## src/rtl/uart_cmd_framer.sv

```systemverilog
// uart_cmd_framer: builds {cmd, data_hi, data_lo} host packets from the UART
// receiver into a cmd/data word with a cmd_rdy handshake, and serializes
// one-byte responses to the UART transmitter. A stalled packet is dropped
// after TIMEOUT_CYC idle cycles and answered with NAK_BYTE.
// Optional build macro UART_CHKSUM_EN adds a 4th checksum byte per packet,
// checksum = ~(cmd + data_hi + data_lo) mod 256; a bad checksum is a frame error.
module uart_cmd_framer #(
    parameter int unsigned TIMEOUT_CYC = 1_000_000,
    parameter logic [7:0]  NAK_BYTE    = 8'hEE
) (
    input  logic        clk,
    input  logic        rst,
    input  logic        rx_rdy,
    input  logic [7:0]  rx_data,
    output logic        clr_rx_rdy,
    output logic        cmd_rdy,
    output logic [7:0]  cmd,
    output logic [15:0] data,
    input  logic        clr_cmd_rdy,
    input  logic        send_resp,
    input  logic [7:0]  resp,
    output logic        trmt,
    output logic [7:0]  tx_data,
    input  logic        tx_done,
    output logic        resp_sent,
    output logic        frame_err
);
    localparam logic [31:0] TO_LAST = 32'(TIMEOUT_CYC - 1);

    typedef enum logic [2:0] {
        RX_IDLE,
        RX_HI,
        RX_LO,
`ifdef UART_CHKSUM_EN
        RX_CHK,
`endif
        RX_COMMIT
    } rx_state_t;

    typedef enum logic { TX_IDLE, TX_BUSY } tx_state_t;

    rx_state_t   rx_state_q, rx_state_d;
    tx_state_t   tx_state_q, tx_state_d;
    logic [7:0]  cmd_sh_q, cmd_sh_d, hi_sh_q, hi_sh_d, lo_sh_q, lo_sh_d;
    logic [31:0] to_cnt_q, to_cnt_d;
    logic        clr_rx_q;
    logic        cmd_rdy_q, cmd_rdy_d;
    logic [7:0]  cmd_q, cmd_d;
    logic [15:0] data_q, data_d;
    logic        ferr_q;
    logic        pend_q, pend_d;
    logic [7:0]  pend_byte_q, pend_byte_d;
    logic [7:0]  tx_data_q, tx_data_d;
    logic        trmt_q, trmt_d;
    logic        resp_sent_q, resp_sent_d;
    logic        accept, nak_req, timed_out;

    // A byte is taken only when the previous clr pulse is not in flight,
    // so a still-high rx_rdy during the knock-down cycle is not re-read.
    assign accept    = rx_rdy & ~clr_rx_q;
    assign timed_out = (to_cnt_q == TO_LAST);

`ifdef UART_CHKSUM_EN
    logic [7:0] chk_sum;
    assign chk_sum = ~(cmd_sh_q + hi_sh_q + lo_sh_q);
`endif

    // RX packet assembly, inter-byte timeout and cmd_rdy handshake.
    always_comb begin
        rx_state_d = rx_state_q;
        cmd_sh_d   = cmd_sh_q;
        hi_sh_d    = hi_sh_q;
        lo_sh_d    = lo_sh_q;
        to_cnt_d   = 32'd0;
        nak_req    = 1'b0;
        cmd_d      = cmd_q;
        data_d     = data_q;
        cmd_rdy_d  = cmd_rdy_q;
        if (clr_cmd_rdy) cmd_rdy_d = 1'b0;
        unique case (rx_state_q)
            RX_IDLE: begin
                if (accept) begin
                    cmd_sh_d   = rx_data;
                    cmd_rdy_d  = 1'b0;
                    rx_state_d = RX_HI;
                end
            end
            RX_HI: begin
                if (accept) begin
                    hi_sh_d    = rx_data;
                    rx_state_d = RX_LO;
                end else if (timed_out) begin
                    nak_req    = 1'b1;
                    rx_state_d = RX_IDLE;
                end else begin
                    to_cnt_d = to_cnt_q + 32'd1;
                end
            end
            RX_LO: begin
                if (accept) begin
                    lo_sh_d = rx_data;
`ifdef UART_CHKSUM_EN
                    rx_state_d = RX_CHK;
`else
                    rx_state_d = RX_COMMIT;
`endif
                end else if (timed_out) begin
                    nak_req    = 1'b1;
                    rx_state_d = RX_IDLE;
                end else begin
                    to_cnt_d = to_cnt_q + 32'd1;
                end
            end
`ifdef UART_CHKSUM_EN
            RX_CHK: begin
                if (accept) begin
                    if (rx_data == chk_sum) begin
                        rx_state_d = RX_COMMIT;
                    end else begin
                        nak_req    = 1'b1;
                        rx_state_d = RX_IDLE;
                    end
                end else if (timed_out) begin
                    nak_req    = 1'b1;
                    rx_state_d = RX_IDLE;
                end else begin
                    to_cnt_d = to_cnt_q + 32'd1;
                end
            end
`endif
            RX_COMMIT: begin
                // Commit overrides a same-cycle clr_cmd_rdy.
                cmd_d      = cmd_sh_q;
                data_d     = {hi_sh_q, lo_sh_q};
                cmd_rdy_d  = 1'b1;
                rx_state_d = RX_IDLE;
            end
            default: rx_state_d = RX_IDLE;
        endcase
    end

    // TX sequencing with a one-deep, last-wins pending slot. Order of
    // precedence within a cycle: older pending, then send_resp, then NAK.
    always_comb begin
        tx_state_d  = tx_state_q;
        pend_d      = pend_q;
        pend_byte_d = pend_byte_q;
        tx_data_d   = tx_data_q;
        trmt_d      = 1'b0;
        resp_sent_d = 1'b0;
        unique case (tx_state_q)
            TX_IDLE: begin
                if (pend_q) begin
                    tx_data_d   = pend_byte_q;
                    trmt_d      = 1'b1;
                    tx_state_d  = TX_BUSY;
                    pend_d      = send_resp | nak_req;
                    pend_byte_d = nak_req ? NAK_BYTE : resp;
                end else if (send_resp) begin
                    tx_data_d   = resp;
                    trmt_d      = 1'b1;
                    tx_state_d  = TX_BUSY;
                    pend_d      = nak_req;
                    pend_byte_d = NAK_BYTE;
                end else if (nak_req) begin
                    tx_data_d  = NAK_BYTE;
                    trmt_d     = 1'b1;
                    tx_state_d = TX_BUSY;
                end
            end
            TX_BUSY: begin
                if (send_resp || nak_req) begin
                    pend_d      = 1'b1;
                    pend_byte_d = nak_req ? NAK_BYTE : resp;
                end
                if (tx_done) begin
                    resp_sent_d = 1'b1;
                    tx_state_d  = TX_IDLE;
                end
            end
            default: tx_state_d = TX_IDLE;
        endcase
    end

    // State and output registers; reset aborts any packet or transmit silently.
    always_ff @(posedge clk) begin
        if (rst) begin
            rx_state_q  <= RX_IDLE;
            tx_state_q  <= TX_IDLE;
            cmd_sh_q    <= 8'd0;
            hi_sh_q     <= 8'd0;
            lo_sh_q     <= 8'd0;
            to_cnt_q    <= 32'd0;
            clr_rx_q    <= 1'b0;
            cmd_rdy_q   <= 1'b0;
            cmd_q       <= 8'd0;
            data_q      <= 16'd0;
            ferr_q      <= 1'b0;
            pend_q      <= 1'b0;
            pend_byte_q <= 8'd0;
            tx_data_q   <= 8'd0;
            trmt_q      <= 1'b0;
            resp_sent_q <= 1'b0;
        end else begin
            rx_state_q  <= rx_state_d;
            tx_state_q  <= tx_state_d;
            cmd_sh_q    <= cmd_sh_d;
            hi_sh_q     <= hi_sh_d;
            lo_sh_q     <= lo_sh_d;
            to_cnt_q    <= to_cnt_d;
            clr_rx_q    <= accept;
            cmd_rdy_q   <= cmd_rdy_d;
            cmd_q       <= cmd_d;
            data_q      <= data_d;
            ferr_q      <= nak_req;
            pend_q      <= pend_d;
            pend_byte_q <= pend_byte_d;
            tx_data_q   <= tx_data_d;
            trmt_q      <= trmt_d;
            resp_sent_q <= resp_sent_d;
        end
    end

    assign clr_rx_rdy = clr_rx_q;
    assign cmd_rdy    = cmd_rdy_q;
    assign cmd        = cmd_q;
    assign data       = data_q;
    assign trmt       = trmt_q;
    assign tx_data    = tx_data_q;
    assign resp_sent  = resp_sent_q;
    assign frame_err  = ferr_q;
endmodule
```

## config.mk

```make
export PLATFORM = sky130hd
export DESIGN_NAME = uart_cmd_framer
export DESIGN_NICKNAME = d
export VERILOG_FILES = /design/src/rtl/uart_cmd_framer.sv
export SDC_FILE = /design/constraint.sdc
export NUM_CORES = 1
export LEC_CHECK = 0
export BUFFER_PORTS_ARGS = -buffer_cell sky130_fd_sc_hd__buf_2
export CORE_UTILIZATION = 35
export DETAILED_ROUTE_END_ITERATION = 12
export SLEW_MARGIN = 20
export SYNTH_ARGS = -nofsm -noshare
export SYNTH_HDL_FRONTEND = slang
export SYNTH_SLANG_ARGS = --single-unit
```

## constraint.sdc

```tcl
create_clock -name clk -period 2.05 [get_ports clk]
set_clock_uncertainty 0.15 [all_clocks]
set_input_delay 0.1025 -clock clk [delete_from_list [all_inputs] [get_ports clk]]
set_output_delay 0.1025 -clock clk [all_outputs]
set_load 0.05 [all_outputs]
```

### Yosys cells after proc, flatten, opt, wreduce, memory -nomap -nowiden

Cells that the tools add are included.

| operators by class | value |
|---|---|
| $add $sub $neg | 1 |
| equality and inequality tests | 7 |
| multiplexer cells | 29 |
| bitwise logic cells | 5 |
| reduce and logical (&&, ||, !) cells | 12 |

Operator list:

| cell | count |
|---|---|
| two-way mux 8 bit | 7 |
| adder 32 x 1 -> 32 bit, second input constant | 1 |
| equality test 32 x 20 -> 1 bit, second input constant | 1 |
| one-hot mux 8 bit (2 select lines) | 1 |
| two-way mux 1 bit | 13 |
| two-way mux 3 bit | 4 |
| AND reduction 2 bit | 5 |
| one-hot mux 3 bit (3 select lines) | 1 |
| equality test 3 x 2 -> 1 bit, second input constant | 2 |
| one-hot mux 1 bit (2 select lines) | 3 |
| OR reduction 2 bit | 3 |
| OR reduction 4 bit | 1 |
| equality test 3 x 1 -> 1 bit, second input constant | 1 |
| zero test 3 bit | 1 |
| != test 3 bit, second input constant | 1 |
| NOT 1 bit | 3 |
| nonzero test 3 bit | 1 |
| != test 2 x 1 -> 1 bit, second input constant | 1 |
| != test 2 bit, second input constant | 1 |
| AND 1 bit | 1 |
| logical OR 1 bit | 1 |
| bitwise OR 1 bit | 1 |

| storage, ports and cells | value |
|---|---|
| register bits after elaboration | 106 |
| input port bits | 22 |
| output and inout bits | 37 |

### Longest topological paths before layout

| depth | value |
|---|---|
| depth in word-level cells | 8 |
| mapped depth | 8 |
| gate-level depth less buffers | 6 |

### Worst setup path before layout

Ideal clock, no wire load.

| path | value |
|---|---|
| path type | reg-to-reg |
| start point | reg to_cnt_q[0] |
| end point | reg to_cnt_q[26] |
| setup time | 70 ps |
| arrival | 1883 ps |
| data required time | 1830 ps |
| setup slack | -52 ps |
| cell stages (with the launch flop) | 7 |
| path buffers | 0 |
| cells stage by stage | dfxtp_1 > ha_1 > nand4_1 > nor3_2 > nand4_1 > or3_1 > a21oi_1 |

| between the ends | value |
|---|---|
| word-level cells in the longest chain between the ends | 2 |
| elaborated cells on any way between the ends | 3 |
| classes of those cells | 1 x add/sub; 1 x eq/ne; 1 x reduce/logical |

RTL lines:

| what | line | RTL |
|---|---|---|
| start, declared | 45 | `logic [31:0] to_cnt_q, to_cnt_d;` |
| start signal, assigned | 210 | `to_cnt_q <= to_cnt_d;` |
| parallel branches: the longest is 2 deep, another holds adder 32 x 1 -> 32 bit | - |  |

Several ways; the timed one is not identified.
A chain may end at the register's enable or synchronous reset.

### Worst setup path in the final report

| path | value |
|---|---|
| start point | reg to_cnt_q[1] |
| end point | reg to_cnt_q[27] |

Same word-level chain as after synthesis.

==> summary.txt <==
Timing
  – Setup slack of the critical path after layout: 0.0576 ns
  – Final critical-path required period: 1.99 ns
  – Transition at the pin with the smallest max-transition slack: 0.544 ns
  – Hold Fails Final Rpt: 0
  – Max-slew violation count: 0
  – Worst-case headroom to the max-slew limit: 63.7%
  – Setup TNS: 0 ns
  – Share of the clock period used by the worst path after layout: 97.2%
  – Final setup violation count: 0
  – Hold slack: 0.304 ns
  – Highest achievable clock rate: 0.502 GHz

Global routing
  – Total track usage: 15.6%
  – Vias in the first global route: 3373
  – Global-route wire length before repair: 15800 um
  – Total congestion overflow after global routing: 0
  – Largest net degree at the start of global routing: 54
  – Initial antenna violation count: 0

Detailed routing
  – Total Routed Length: 9510 um
  – Routed Antenna Nets: 0
  – Drt first pass iters: 8
  – Routed vias: 3533
  – Number of DRC violations after detailed-routing iteration 0: 208
  – Routed wire length per instance: 13.3 um
  – DRC violation count after routing: 3
  – Vias per Instance: 4.93

Logic synthesis
  – Proportion of synthesized area in mux cells: 5.72%
  – Ys async rst share: 0%
  – Post-synthesis share of cell area spent on xor and xnor gates: 5.84%
  – Synth warn: 0
  – Synthesized-area fraction occupied by ao, oa, aoi and oai cells: 10.1%
  – Synth Cell Area: 4200 sq um
  – Portion of the post-synthesis area used by sequential elements: 50.6%
  – Number of nets in the synthesized netlist: 488
  – Mapped Cells: 465
  – Dominant combinational cell family by area after synthesis: simple AND/OR/NAND/NOR gates
  – EDFF count, synth: 0
  – Most used flip-flop cell after synthesis: dfxtp_1
  – Yosys cell types: 48
  – Synth Area in Simple Gates: 24.3%
  – Flip-flop and latch count after synthesis: 106
  – Mean cell area of the mapped netlist: 9.03 sq um
  – Adder-cell share of the synthesized area: 0.298%

Worst setup path
  – Largest fanout on the critical path: 3
  – Worst EP required: 2.15 ns
  – Sort of element at the end of the critical path: register
  – Arr. time, crit path: 2.09 ns
  – Worst Setup Start Kind: register
  – Critical path class: reg -> reg

Clock network
  – Maximum number of buffers from clock root to sink: 2
  – CTS tree: built
  – Clock-pin slew of the registers on the worst-case setup and hold paths: 0.08 ns
  – Clk sink count: 106
  – Total number of H-tree levels: 3
  – Worst skew pair latency: 0.35 ns
  – Number of buffers inserted during clock tree synthesis: 9
  – Root buffer selected by CTS: clkbuf_16

Die
  – Initial cell density of the core: 36.3%
  – Floorplan Core Area: 11600 sq um
  – Standard-cell row count: 39
  – Horiz. Die Dim: 112 um
  – Ports: 59
  – Area enclosed by the die boundary: 12400 sq um
  – Die height: 112 um

Place
  – Placed cell areas: 4850 sq um
  – Setup slack after placement: 0.0100 ns
  – RePlAce Congestion: 0.829
  – Count of buffers inserted at the top-level ports: 58
  – Placed cell count: 673
  – Estimated wirelength of the detail-placed design: 6310 um

Layout
  – Filler instances: 1107
  – Post-route non-filler standard cell count: 716
  – Share of post-route cells with drive strength above 1: 23.4%
  – Most common cell after layout, fill and taps aside: dfxtp_1
  – Finished Core Util: 47.1%
  – Summed area of non-filler cells in the final layout: 5450 sq um
  – Post-layout net count: 591
  – # diodes: 0
  – Area growth from synthesis to layout: 29.8%
  – Commonest non-fill, non-tap cells in the layout: dfxtp_1, nand2_1, nor2_1

Min path
  – Hold crit path type: reg -> reg

Power
  – Peak ir drop on the vdd network: 0.415 mV
  – Standby leakage power: 2.11 nW
  – Power per unit of standard cell area: 770 nW/um^2
  – Power after layout: 4.20 mW

Run status
  – Violated checks: DRC
  – Result of the run: finished, violations left

Run
  – Maximum Capacitance Violations: 0
[cell type report]
class | count | area (sq um) | area share (%)
Timing Repair Buffer | 114 | 808 | 14.8
Sequential cell | 106 | 2120 | 39.0
Tap cell | 143 | 179 | 3.28
Multi-Input combinational cell | 328 | 2000 | 36.7
Clock inverter | 7 | 77.6 | 1.42
Inverter | 9 | 33.8 | 0.620
Clock buffer | 9 | 225 | 4.13
[logic make-up after synthesis]
logic type	after synthesis
compound gates	63
buf+inv	32
other cells	1
simple gates	210
flops	106
mux	24
xor+xnor	28
fa+ha+maj	1
[state kept, by name, summed over array words and instances (netlist names)]
register	count
clr_rx_rdy	1
cmd	8
cmd_rdy	1
cmd_sh_q	8
data	16
frame_err	1
hi_sh_q	8
lo_sh_q	8
pend_byte_q	8
pend_q	1
resp_sent	1
rx_state_q	3
to_cnt_q	32
trmt	1
tx_data	8
tx_state_q	1
[where the power goes]
group	leakage, nW	total, mW	switching [mW]	internal, mW
combinational	1.10	0.329	0.199	0.130
clock	0.147	1.74	0.863	0.874
sequential	0.860	2.13	0.0270	2.10
[final timing paths]
| check | from | end | slack [ns] | cells after the start |
|---|---|---|---|---|
| max | to_cnt_q[1] | to_cnt_q[27] | 0.06 | 6 |
| min reg2reg | data[10] | data[10] | 0.30 | 2 |
| min | data[10] | data[10] | 0.30 | 2 |
| max reg2reg | to_cnt_q[1] | to_cnt_q[27] | 0.06 | 6 |
[what timing repair did]
| action | CTS | global route |
|---|---|---|
| hold endpoints to repair | 50 | 0 |
| gates cloned | 0 | 2 |
| pin swaps | 2 | 3 |
| gates resized for setup | 1 | 9 |
| buffers inserted | 0 | 4 |
| setup endpoints to repair | 2 | 20 |
| hold buffers | 21 | 0 |
[per-layer routing]
metal	GRT usage, %	wire length, um	part of all wire (%)	up-vias
met5	0	0	0	-
met4	4.14	92	0.97	0
met3	4.57	331	3.5	4
met2	26.4	4520	48	67
met1	19.3	4570	48	1639
li1	-	-	-	1823
[critical path, stage by stage (launching register included)]
cell and delay [ns]:
dfxtp_1 0.33, buf_4 0.11, nand3_1 0.09, or4_1 0.60
nor4_1 0.40, xnor2_1 0.16, nor2_1 0.05
[synth_stat cells, types with 5 or more instances]
library cell / n / share of area, %
a21oi_1: 31 / 3.7
and3_1: 6 / 0.89
clkbuf_1: 16 / 1.4
dfxtp_1: 106 / 51
inv_1: 8 / 0.72
mux2i_1: 24 / 5.7
nand2_1: 65 / 5.8
nand3_1: 19 / 2.3
nand4_1: 12 / 1.8
nor2_1: 61 / 5.5
nor3_1: 8 / 0.95
nor4_1: 9 / 1.3
o221a_2: 6 / 1.6
o22ai_1: 5 / 0.75
o31ai_1: 5 / 0.89
xnor2_1: 11 / 2.3
xor2_1: 17 / 3.5
Note: power is estimated with default switching activity, not from simulation.
